`config.mk`:
```
export PLATFORM = sky130hd
export DESIGN_NAME = uart_tx_fifo
export DESIGN_NICKNAME = d
export VERILOG_FILES = /design/src/rtl/uart_tx_fifo.sv
export SDC_FILE = /design/constraint.sdc
export NUM_CORES = 1
export LEC_CHECK = 0
export ABC_AREA = 1
export CAP_MARGIN = 20
export CORE_UTILIZATION = 55
export CTS_CLUSTER_SIZE = 8
export DETAILED_ROUTE_END_ITERATION = 6
export PLACE_DENSITY_LB_ADDON = 0.12
export SYNTH_ARGS = -nofsm -noshare
export SYNTH_HDL_FRONTEND = slang
export SYNTH_SLANG_ARGS = --single-unit
```
`constraint.sdc`:
```
create_clock -name clk -period 2.4 [get_ports clk]
set_input_delay 0.36 -clock clk [delete_from_list [all_inputs] [get_ports clk]]
set_output_delay 0.36 -clock clk [all_outputs]
set_load 0.005 [all_outputs]
```
`src/rtl/uart_tx_fifo.sv`:
```
// 16550-style UART transmitter: a TX FIFO feeding a programmable-frame serializer.
// Frame config is latched at every FIFO pop, so LCR writes only affect the next character.
module uart_tx_fifo #(
    parameter int MAX_DATA_BITS = 9,
    parameter int FIFO_DEPTH    = 16,
    parameter int OVERSAMPLE    = 16
) (
    input  logic                             clk,
    input  logic                             rst,
    input  logic [MAX_DATA_BITS-1:0]         wr_data,
    input  logic                             wr_valid,
    output logic                             wr_ready,
    input  logic                             fifo_clr,
    input  logic [3:0]                       data_bits,
    input  logic                             parity_en,
    input  logic                             parity_even,
    input  logic                             parity_stick,
    input  logic [1:0]                       stop_bits,
    input  logic                             break_ctrl,
    input  logic                             tick,
    output logic                             txd,
    output logic                             enable_baud,
    output logic [$clog2(FIFO_DEPTH+1)-1:0]  fifo_level,
    output logic                             thre,
    output logic                             temt
);

    localparam int AW = $clog2(FIFO_DEPTH);
    localparam int LW = $clog2(FIFO_DEPTH + 1);
    localparam int TW = $clog2(2 * OVERSAMPLE);

    localparam logic [LW-1:0] DEPTH_L    = LW'(FIFO_DEPTH);
    localparam logic [TW-1:0] BIT_M1     = TW'(OVERSAMPLE - 1);
    localparam logic [TW-1:0] STOP15_M1  = TW'(3 * OVERSAMPLE / 2 - 1);
    localparam logic [TW-1:0] STOP2_M1   = TW'(2 * OVERSAMPLE - 1);
    localparam logic [3:0]    MAX_BITS_L = 4'(MAX_DATA_BITS);

    typedef enum logic [2:0] {
        S_IDLE,
        S_START,
        S_DATA,
        S_PARITY,
        S_STOP
    } state_t;

    state_t state, state_next;

    // FIFO
    logic [MAX_DATA_BITS-1:0] mem [FIFO_DEPTH];
    logic [AW-1:0]            wr_ptr, rd_ptr;
    logic [LW-1:0]            level, level_next;
    logic                     push, pop;
    logic [MAX_DATA_BITS-1:0] head, head_mask;

    // Serializer
    logic [3:0]               clamp_bits;
    logic                     head_parity;
    logic [MAX_DATA_BITS-1:0] shifter;
    logic [TW-1:0]            tick_cnt, stop_m1, bit_len_m1;
    logic [3:0]               bit_cnt, cfg_last;
    logic                     cfg_par_en, par_bit;
    logic [1:0]               cfg_stop;
    logic                     bit_end, line_bit, break_q;
    logic                     thre_q, temt_q;

    assign wr_ready   = (level != DEPTH_L);
    assign push       = wr_valid && wr_ready && !fifo_clr;
    assign head       = mem[rd_ptr];
    assign fifo_level = level;
    assign thre       = thre_q;
    assign temt       = temt_q;

    // NOTE: the storage array is deliberately not reset; entries outside rd_ptr..wr_ptr are never read.
    always_ff @(posedge clk) begin
        if (push) mem[wr_ptr] <= wr_data;
    end

    always_comb begin
        level_next = level;
        if (fifo_clr)
            level_next = '0;
        else if (push && !pop)
            level_next = level + 1'b1;
        else if (pop && !push)
            level_next = level - 1'b1;
    end

    // NOTE: sequential state uses non-blocking assignments so every flop samples pre-edge values.
    always_ff @(posedge clk) begin
        if (!rst) begin
            wr_ptr <= '0;
            rd_ptr <= '0;
            level  <= '0;
        end else begin
            level <= level_next;
            if (fifo_clr) begin
                wr_ptr <= '0;
                rd_ptr <= '0;
            end else begin
                if (push) wr_ptr <= wr_ptr + 1'b1;
                if (pop)  rd_ptr <= rd_ptr + 1'b1;
            end
        end
    end

    // NOTE: every always_comb output gets a default first, so no path can infer a latch.
    always_comb begin
        clamp_bits = data_bits;
        if (data_bits < 4'd5)
            clamp_bits = 4'd5;
        else if (data_bits > MAX_BITS_L)
            clamp_bits = MAX_BITS_L;
        for (int i = 0; i < MAX_DATA_BITS; i++)
            head_mask[i] = (i < int'(clamp_bits));
        head_parity = parity_stick ? ~parity_even
                                   : (^(head & head_mask)) ^ ~parity_even;
    end

    always_comb begin
        case (cfg_stop)
            2'b00:   stop_m1 = BIT_M1;
            2'b01:   stop_m1 = STOP15_M1;
            default: stop_m1 = STOP2_M1;
        endcase
        bit_len_m1 = (state == S_STOP) ? stop_m1 : BIT_M1;
        bit_end    = tick && (tick_cnt == bit_len_m1);
    end

    // FSM: state register
    always_ff @(posedge clk) begin
        if (!rst) state <= S_IDLE;
        else      state <= state_next;
    end

    // FSM: next state; a pending fifo_clr suppresses the pop so cleared characters never start
    always_comb begin
        state_next = state;
        pop        = 1'b0;
        case (state)
            S_IDLE: begin
                if (level != '0 && !fifo_clr) begin
                    pop        = 1'b1;
                    state_next = S_START;
                end
            end
            S_START:  if (bit_end) state_next = S_DATA;
            S_DATA: begin
                if (bit_end && bit_cnt == cfg_last)
                    state_next = cfg_par_en ? S_PARITY : S_STOP;
            end
            S_PARITY: if (bit_end) state_next = S_STOP;
            S_STOP: begin
                if (bit_end) begin
                    if (level != '0 && !fifo_clr) begin
                        pop        = 1'b1;
                        state_next = S_START;
                    end else begin
                        state_next = S_IDLE;
                    end
                end
            end
            default: state_next = S_IDLE;
        endcase
    end

    // Serializer datapath and registered status
    always_ff @(posedge clk) begin
        if (!rst) begin
            shifter    <= '0;
            tick_cnt   <= '0;
            bit_cnt    <= '0;
            cfg_last   <= 4'd7;
            cfg_par_en <= 1'b0;
            cfg_stop   <= 2'b00;
            par_bit    <= 1'b0;
            break_q    <= 1'b0;
            thre_q     <= 1'b1;
            temt_q     <= 1'b1;
        end else begin
            break_q <= break_ctrl;
            thre_q  <= (level_next == '0);
            temt_q  <= (level_next == '0) && (state_next == S_IDLE);
            if (pop) begin
                shifter    <= head;
                cfg_last   <= clamp_bits - 4'd1;
                cfg_par_en <= parity_en;
                cfg_stop   <= stop_bits;
                par_bit    <= head_parity;
                tick_cnt   <= '0;
                bit_cnt    <= '0;
            end else if (tick && state != S_IDLE) begin
                if (bit_end) begin
                    tick_cnt <= '0;
                    if (state == S_DATA) begin
                        shifter <= shifter >> 1;
                        bit_cnt <= bit_cnt + 4'd1;
                    end
                end else begin
                    tick_cnt <= tick_cnt + 1'b1;
                end
            end
        end
    end

    // FSM: outputs; break is applied through a register so txd returns the cycle after release
    always_comb begin
        enable_baud = (state != S_IDLE);
        case (state)
            S_START:  line_bit = 1'b0;
            S_DATA:   line_bit = shifter[0];
            S_PARITY: line_bit = par_bit;
            default:  line_bit = 1'b1;
        endcase
        txd = line_bit && !break_q;
    end

endmodule

```
# After elaboration in Yosys (flattened, before gate mapping)
# Memory sizes are Yosys's and may differ from the RTL's. A register that Yosys moved wholly into a read port is not among the register bits.
# Cells that the tools add are included.
[word_totals]
regBits = 45
ramBits = 144
inputBits = 24
out_inout_bits = 10
elab_cells = 102
memories = 1
[mem_list]
columns = ["name", "words", "width", "read_ports", "rd_clocked_by_memory_dff", "wr", "line_no", "text"]
rows = [
  ["mem", 16, 9, 1, 1, 1, "49", "logic [MAX_DATA_BITS-1:0] mem [FIFO_DEPTH];"],
]
[classes]
addsub = 7
n_lt_le_gt_ge = 11
n_eq_ne = 8
mux = 29
bitwise = 4
n_reduce_logical = 28
[ops]
columns = ["cell", "n"]
rows = [
  ["$mux 9", 4],
  ["$mux 5", 5],
  ["$mux 3", 6],
  ["$lt 3x4->1 const A", 4],
  ["$mux 4", 4],
  ["$pmux 3 s5", 1],
  ["$add 4x1->4 const B", 3],
  ["$add 5x1->5 const B", 2],
  ["$logic_and 1x1->1", 10],
  ["$pmux 5 s2", 1],
  ["$and 9x9->9", 1],
  ["$reduce_xor 9->1", 1],
  ["$lt 1x4->1 const A", 2],
  ["$lt 2x4->1 const A", 2],
  ["$eq 3x2->1 const B", 2],
  ["$logic_not 3->1", 2],
  ["$mux 1", 6],
  ["$reduce_and 3->1", 2],
  ["$reduce_bool 2->1", 3],
  ["$eq 5x5->1", 1],
  ["$logic_not 5->1", 1],
  ["$ne 5x5->1 const B", 1],
  ["$reduce_bool 5->1", 1],
  ["$sub 5x1->5 const B", 1],
  ["other kinds (16)", 21],
]

# Longest topological paths before layout
# Gate-level depths: netlist of the first run.
[depth]
word_depth = 13
mapped_depth = 20
ltp_nobuf = 19

# Worst setup path after synthesis of the first run
# No wires, ideal clock.
[synth_timing]
path_kind = "input-to-reg"
start = "in data_bits[3]"
end = "reg par_bit"
setup_ns = 0.119
arrival_ns = 2.290
required_ns = 2.281
slack_ns = -0.009
cell_stages = 17
n_path_buf = 1
cell_sequence = "clkbuf_1 -> nor3_1 -> nor2_1 -> nor3_1 -> inv_1 -> ha_1 -> or2_2 -> nand2_1 -> nand2_1 -> nand2_1 -> nand2_1 -> nand2_1 -> nand3_1 -> nand3_1 -> nand2_1 -> nand2_1 -> a21oi_1"
[synth_between]
elab_chain_len = 8
word_cells_on_any_way = 17
cone_classes = "order compare (11); mux (3); bitwise (2); reduce/logical (1)"
[synth_rtl]
columns = ["element", "line_no", "text"]
rows = [
  ["start, declared", "14", "input logic [3:0] data_bits,"],
  ["$gt 4x4->1", "111", "else if (data_bits > MAX_BITS_L)"],
  ["$mux 4", "111", ""],
  ["$mux 4 (*)", "109", "if (data_bits < 4'd5)"],
  ["$lt 1x4->1, or another cell as far along", "114", "head_mask[i] = (i < int'(clamp_bits));"],
  ["$and 9x9->9 (*)", "116", ": (^(head & head_mask)) ^ ~parity_even;"],
  ["$reduce_xor 9->1 (*)", "116", ""],
  ["$xor 1x1->1 (*)", "116", ""],
  ["$mux 1 (*)", "115", "head_parity = parity_stick ? ~parity_even"],
  ["end signal, assigned", "188", "par_bit <= head_parity;"],
  ["end, declared", "61", "logic cfg_par_en, par_bit;"],
]
# Every way passes the cells marked *; elsewhere a longest branch is shown, timed or not.
# A chain may end at the register's enable or synchronous reset.

# Worst setup path in the final report of the first run
[layout_timing]
start = "reg state[0]"
end = "out txd"
[layout_between]
elab_chain_len = 3
word_cells_on_any_way = 5
cone_classes = "eq/ne (3); mux (1); reduce/logical (1)"
[layout_rtl]
columns = ["element", "line_no", "text"]
rows = [
  ["start, declared", "46", "state_t state, state_next;"],
  ["start signal, assigned", "132", "else state <= state_next;"],
  ["$eq 3x2->1 / $eq 3x1->1 (equally long branches)", "208", "case (state)"],
  ["$pmux 1 s3 (*)", "208", ""],
  ["$logic_and 1x1->1 (*)", "214", "txd = line_bit && !break_q;"],
  ["end, declared", "21", "output logic txd,"],
]
# Marks and branches as above.

==> results.md, run 1 <==
* Layout cell share with drive strength beyond 1 at 0.113
* Main combinational cell family by area after synthesis: simple AND/OR/NAND/NOR gates
* ANT cells at 0
* Hold slack at 0.462 ns
* Total Routing Usage GR at 0.247
* Synthesis Warnings at 0
* Post-Route Skew at 0.0159 ns
* Core area at between 15000 and 20000 um^2
* Seq/Total Area, Yosys at 0.601
* TritonCTS clock tree: yes
* CTS H-tree lvls at 4
* CP startpoint: state[0]$_SDFF_PN0_
* Die footprint at approximately 17000 um^2
* Vias in the first global route at 5881
* Overflow after GRT at 0
* Netlist cell types at 47
* Avg WL per Cell at roughly 16 um
* Post-CTS Hold Fix Bufs at 0
* Die Y at about 130 um
* Maximum root-to-sink buffer count at 2
* Synth-to-Final Area Change at 17.1%
* Worst setup SP type: register
* Clock latency on the worst-skew pair at around 0.44 ns
* Largest net degree at the start of global routing at 39
* Top cells by area, synth: edfxtp_1 (49%), nand2_1 (11%), dfxtp_1 (11%), nand3_1 (5.9%), inv_1 (5.1%)
* Worst slew pin tran at 0.665 ns
* Number of synthesized flops with an enable pin at between 100 and 150
* Compound-gate portion of the synthesized area at 0.0581
* ANT nets after route at 0
* Mapped cell area at between 8000 and 9000 um^2
* Critical path destination: txd
* Synth top area share at 0.490
* Post-synthesis adder-cell area fraction at 0.0199
* Seq cells post-synth at a little under 200
* IO Pins at 34
* Post-Synthesis Cells at ~950
* Setup CP Type: register to output pin
* Min-delay worst type: primary input to register
* Root buffer cell: clkbuf_16
* CP endpoint kind: output pin
* Worst-path maximum fanout at 3
* Mux cell area share after synthesis at 0
* Pwr dens at approximately 700 nW/um^2
* Simple logic cell fraction of the synthesized area at 0.235
* Critical path's slowest cell: clkdlybuf4s50_1
* Worst VDD drop at roughly 0.52 mV
* Mapped Nets at slightly below 1000
* Clk slew on worst S/H paths at about 0.070 ns
* # rows at between 40 and 50
* Leak at ~0.0043 uW
* Fillers at around 1200
* Drt initial violations at 493
* Initial Utilization at 0.572
* Required time of the critical path at 2.04 ns
* # nets final at about 1100
* Final min period at between 2 and 2.5 ns
* TritonRoute pass-1 iters at 5
* Average cell area after synthesis at between 9 and 10 um^2
* Synth Area in XOR/XNOR at 0.0108
* Arr. time, crit path at roughly 1.9 ns
* Non-Filler Instances at between 1000 and 1500
* Max Cap Violations at 0
* Clock tree sinks at 193
* GPL Wtd Cong at around 0.84
* WL final at about 19000 um
* Slew Limit Fails at 0
* Area occupied by registers at between 5000 and 6000 um^2
* Placed cell count at 1208
* Ys flop type: edfxtp_1
* Status: finished clean
* Slowest Stage Delay on Critical Path at about 0.53 ns
* Final hold vios at 0
* CTS Buf Count at 17
* Slew margin rel. at 0.551
* DR DRC count at 0
* Worst reg2reg path depth at 17
* Final setup viols at 0
* Initial antenna violation count at 0
* Post-synth ARST share at 0
* Most common cell type on the critical path: inv_1
* DP HPWL at roughly 12000 um
* Most frequent cells in the layout: nand2_1 (262), edfxtp_1 (144), inv_1 (121), nand3_1 (104), nor2_1 (82)
* Vias at roughly 6400
* Buffers added on ports at 33
* Max Freq at about 0.44 GHz
* Total power at between 7000 and 8000 uW
* Yosys top cell by area: edfxtp_1
* Die Wd at between 100 and 150 um
* Reg2Reg Setup Slack at around 0.22 ns
* Most common cell after layout, fill and taps aside: nand2_1
* Tcrit/Tclk final at 0.950
* Worst-path cell chain: inv_1 > nor2_1 > inv_1 > nor2_2 > nand2_1 > a21oi_1 > clkdlybuf4s50_1
* Area of the multi-input gates at approximately 2900 um^2
* Post-route setup TNS at 0 ns
* Post-layout util at 0.670
* First-pass GRT wire length at 30300 um
* Drt via density at 5.17
* R2R Path Start: state[1]$_SDFF_PN0_
* FF-to-FF End: temt$_SDFF_PN1_
## power breakdown
| group | total [uW] | switching, uW | internal [uW] |
|---|---|---|---|
| clock | 2780 | 1310 | 1470 |
| sequential | 3680 | 37.1 | 3640 |
| combinational | 763 | 464 | 298 |
## layer usage
layer / part of all wire / up-vias / global-route usage / wire length [um]
li1: - / 3248 / - / -
met3: 0.065 / 19 / 0.0383 / 1250
met5: 0 / - / 0 / 0
met4: 0.014 / 0 / 0.0775 / 266
met2: 0.47 / 185 / 0.402 / 9140
met1: 0.45 / 2968 / 0.342 / 8650
## how the worst min path moves through the flow
stage,startpoint,to,slack [ns],depth (start not counted)
4_1_cts,break_ctrl,break_q$_SDFF_PN0_,0.45,3
6_report,break_ctrl,break_q$_SDFF_PN0_,0.46,3
3_5_place_dp,shifter[8]$_SDFFE_PN0P_,shifter[8]$_SDFFE_PN0P_,0.47,2
5_1_grt,break_ctrl,break_q$_SDFF_PN0_,0.49,3
2_1_floorplan,shifter[8]$_SDFFE_PN0P_,shifter[8]$_SDFFE_PN0P_,0.44,2
3_3_place_gp,shifter[8]$_SDFFE_PN0P_,shifter[8]$_SDFFE_PN0P_,0.45,2
## final cells by class
class,instances,area share
clock buffers,17,0.0412
clock inverters,15,0.0143
inverters,129,0.0471
multi-input cells,592,0.279
flip-flops and latches,193,0.514
well taps,211,0.0256
repair buffers,85,0.0787
## cell usage after synthesis (2+ instances only)
| master | instances |
|---|---|
| buf_4 | 4 |
| clkinv_1 | 2 |
| a31oi_1 | 2 |
| nor2_1 | 83 |
| o21ai_1 | 2 |
| clkbuf_1 | 8 |
| a21oi_1 | 17 |
| o211ai_1 | 15 |
| xor2_1 | 8 |
| o21ai_0 | 36 |
| nand3_2 | 2 |
| o221ai_1 | 2 |
| edfxtp_1 | 144 |
| or2_2 | 3 |
| nor3_1 | 7 |
| a22oi_1 | 2 |
| nand3_1 | 104 |
| inv_2 | 6 |
| ha_1 | 14 |
| dfxtp_1 | 49 |
| nor2_4 | 2 |
| nand2_4 | 2 |
| inv_1 | 121 |
| nand4_1 | 4 |
| buf_2 | 20 |
| nand2_2 | 3 |
| nand2_1 | 265 |
## state kept, by name, indices dropped and copies added (netlist names), 3 cells and up, named ones only
name and flops:
rd_ptr 4, cfg_last 4, bit_cnt 4, state 3
wr_ptr 4, shifter 9, mem 144, fifo_level 5
tick_cnt 5
## timing repair
item,in CTS,in global routing
setup buffers,0,1
gates resized for setup,0,11
setup endpoints to repair,0,5
## cell families after synthesis
group	after synthesis
and+or+nand+nor	482
DFF	193
buffers and inverters	162
AOI/OAI and AO/OA	86
adders and majority gates	14
xor gates and xnor gates	10
## critical path: cells and delay by family, from the launching register on
| family | cells | cell delay, ns |
|---|---|---|
| flip-flops | 1 | 0.33 |
| AND/OR/NAND/NOR | 3 | 0.31 |
| buffers and inverters | 3 | 0.69 |
| AO/OA/AOI/OAI | 1 | 0.16 |
## per-stage QoR
step / setup WS (ns) / cell area, um^2
final: 0.119 / 10300
after global routing: -0.0189 / 10300
after CTS: 0.0785 / 10300
after detailed placement: -0.260 / 9700
after global placement: -0.203 / 9700
after floorplan: 0.0544 / 8830
Note: power is estimated with default switching activity, not from simulation.
==> inputs of run 2 (changes only) <==
- ABC_AREA: 1 -> 0
- CORE_ASPECT_RATIO: default -> 1.75
- CORE_UTILIZATION: 55 -> 54
- SLEW_MARGIN: default -> 20
==> run 2 against run 1 <==
  * Utilization rose by 1.7 points
  * First-iteration DRC count fell by 53%
  * Highest routed layer unchanged
  * Sequential power barely moved
  * The flow now finishes with violations (setup timing)
  * Maximum frequency fell by 18%
  * Wire length fell by 9.5%
  * Die area fell by 6.3%
  * Worst hold slack got worse by 0.0019 ns
  * Count of clock-buffer cells in the layout did not move
  * Largest power group unchanged
  * Global-route usage fell by 0.91 points
  * Clock power fell by 4%
  * Critical endpoint is now par_bit$_SDFFE_PN0N_
==> results.md, run 2 <==
* Status: complete, but fails checks
* Failing checks: setup timing
* Arr. time, crit path at 3.10 ns (+1.18 ns)
* Synth top area share at 0.534 (+0.0438)
* Top flop regs: mem (144), shifter (9)
* Tcrit/Tclk final at 1.17 (+0.215)
* ANT nets after route at 0 (unchanged)
* TritonRoute pass-1 iters at 5 (unchanged)
* IO Pins at 34 (unchanged)
* GPL Wtd Cong at 0.799 (-4.4%)
* Avg WL per Cell at 20.5 um (+32%)
* Drt initial violations at 232 (-53%)
* Number of synthesized flops with an enable pin at 144 (unchanged)
* Max Freq at 0.358 GHz (-18%)
* Seq cells post-synth at 193 (unchanged)
* Critical path's slowest cell: mux4_2
* Vias in the first global route at 5054 (-14%)
* Buffers added on ports at 33 (unchanged)
* Largest net degree at the start of global routing at 25 (-36%)
* # rows at 58 (+29%)
* Leak at 0.00349 uW (-19%)
* Post-route setup slack at -0.397 ns (-0.516 ns)
* RSZ-0062 raised after global routing: true
* Post-Synthesis Cells at 546 (-42%)
* Fillers at 986 (-20%)
* Die Y at 164 um (+27%)
* Yosys top cell by area: edfxtp_1
* Slew Limit Fails at 0 (unchanged)
* Largest register by flop count: mem
* Drt via density at 5.75 (+11%)
* Mapped cell area at 8100 um^2 (-8.2%)
* Worst slew pin tran at 0.585 ns (-0.0795 ns)
* ANT cells at 0 (unchanged)
* Slowest Stage Delay on Critical Path at 0.53 ns (about the same)
* Root buffer cell: clkbuf_16
* CP Buf/Inv Count at 1 (-2)
* Final setup viols at 1 (+1)
* CP delay by family, top: multiplexers
* Clock tree sinks at 193 (unchanged)
* Layout cell share with drive strength beyond 1 at 0.279 (+0.166)
* Pwr dens at 690 nW/um^2 (-1.2%)
* CTS H-tree lvls at 4 (unchanged)
* Final hold vios at 0 (unchanged)
* Worst VDD drop at 0.503 mV (-3.5%)
* Worst-path maximum fanout at 5 (+2)
* Most common cell after layout, fill and taps aside: edfxtp_1
* Die footprint at 15500 um^2 (-6.3%)
* Worst-path cell chain: buf_12 > mux4_2 > mux4_2 > nand2_1 > xor3_1 > nor2_1 > a31oi_1 > or2_1 > o211ai_1 > o211ai_2
* Initial Utilization at 0.558 (-0.0139)
* Core area at 14500 um^2 (-5.9%)
* CTS Buf Count at 17 (unchanged)
* Final instance area at 9960 um^2 (-3.6%)
* Slew margin rel. at 0.606 (+0.0550)
* Synthesis Warnings at 0 (unchanged)
* Place WS at -0.563 ns (-0.303 ns)
* Clk slew on worst S/H paths at 0.07 ns (about the same)
* Setup CP Type: register to register
* Maximum root-to-sink buffer count at 2 (unchanged)
* Most frequent cells in the layout: edfxtp_1 (144), buf_4 (79), nor2_1 (48), nand2_1 (48), dfxtp_1 (48)
* DP HPWL at 11700 um (-6.7%)
* Max reg flops at 144 (unchanged)
* Placed standard-cell area at 9160 um^2 (-5.6%)
* First-pass GRT wire length at 26100 um (-14%)
* Top cells by area, synth: edfxtp_1 (53%), dfxtp_1 (12%), mux4_2 (8.6%), nand2_1 (2.5%), nor2_1 (2.3%)
* Mapped Nets at 584 (-41%)
* Seq/Total Area, Yosys at 0.655 (+0.0538)
* Initial antenna violation count at 0 (unchanged)
* Max Cap Violations at 0 (unchanged)
* Ys flop type: edfxtp_1
* Required time of the critical path at 2.70 ns (+0.66 ns)
* Synth cell count leaders: edfxtp_1 (144), nand2_1 (54), dfxtp_1 (49), nor2_1 (49), mux4_2 (31)
* Average cell area after synthesis at 14.8 um^2 (+59%)
* Post-synth ARST share at 0 (unchanged)
* Die Wd at 94.6 um (-26%)
* DR DRC count at 0 (unchanged)
* Netlist cell types at 57 (+21%)
* Overflow after GRT at 0 (unchanged)
* # nets final at 698 (-34%)
* Final min period at 2.80 ns (+0.516 ns)
* TritonCTS clock tree: yes
* Post-Route Skew at 0.00812 ns (-0.00776 ns)
* Total power at 6870 uW (-4.8%)
* Count leader, synth: edfxtp_1
* WL final at 17500 um (-9.5%)
* Synth-to-Final Area Change at 23.0%
* Total Routing Usage GR at 0.238 (-0.00907)
* Clock latency on the worst-skew pair at 0.42 ns (-0.02 ns)
* Vias at 4904 (-24%)
* Min-delay worst type: register to register
* Most common cell type on the critical path: mux4_2
* CP endpoint kind: register
* Worst setup SP type: register
==> run 2: metrics by stage <==
stage | utilization | setup TNS [ns] | hold slack, ns | cells
3_3_place_gp | 0.631 | -0.589 | 0.446 | 811
4_1_cts | 0.675 | -0.406 | 0.462 | 847
5_1_grt | 0.686 | -0.500 | 0.483 | 853
3_5_place_dp | 0.631 | -0.844 | 0.452 | 811
2_1_floorplan | - | -0.182 | 0.435 | 546
6_report | 0.686 | -0.397 | 0.460 | 853
==> run 2: kinds of logic after synthesis <==
logic type / share of synthesized area
AOI/OAI and AO/OA: 0.0646
xor gates and xnor gates: 0.0329
adders and majority gates: 0.0216
buffers and inverters: 0.0226
DFF: 0.655
muxes: 0.114
and+or+nand+nor: 0.0888
==> run 2: worst min-delay path, stage by stage (launching register included) <==
cell	delay, ns
dfxtp_1	0.31
nand2_1	0.05
a21boi_1	0.05
==> run 2: area by class of cell <==
cell class	instances	area (um^2)	share of cell area
sequential	193	5310	0.533
tap	180	225	0.0226
timing repair buffer	119	1070	0.108
clock buffer	17	425	0.0427
clock inverter	15	143	0.0143
multi-input combinational	317	2740	0.275
inverter	12	45.0	0.00452
==> run 2: what timing repair did <==
action / CTS / global route
cloned: 1 / 2
hold buffers: 0 / 0
gates resized for setup: 6 / 24
endpoints found under the hold margin: 0 / 0
buffers inserted: 3 / 5
pin swaps: 2 / 10
endpoints found under the setup margin: 1 / 2
==> run 2: worst paths after layout <==
check	start	to	slack (ns)	depth (start not counted)
setup / recovery	register	par_bit$_SDFFE_PN0N_	-0.40	10
hold / removal	shifter[4]$_SDFFE_PN0P_	shifter[4]$_SDFFE_PN0P_	0.46	2
setup reg to reg	register	par_bit$_SDFFE_PN0N_	-0.40	10
hold reg to reg	shifter[4]$_SDFFE_PN0P_	shifter[4]$_SDFFE_PN0P_	0.46	2
==> run 2: per-layer routing <==
metal / share of wire / vias to the layer above / GRT usage
met5: 0 / - / 0
li1: - / 2303 / -
met4: 0.038 / 0 / 0.133
met2: 0.59 / 111 / 0.447
met3: 0.028 / 36 / 0.0407
met1: 0.35 / 2454 / 0.241
==> run 2: power by group <==
part,switching [uW],internal (uW),leakage [uW]
Sequential,27.8,3630,0.00170
Combinational,264,282,0.00152
Clock,1300,1380,0.000268
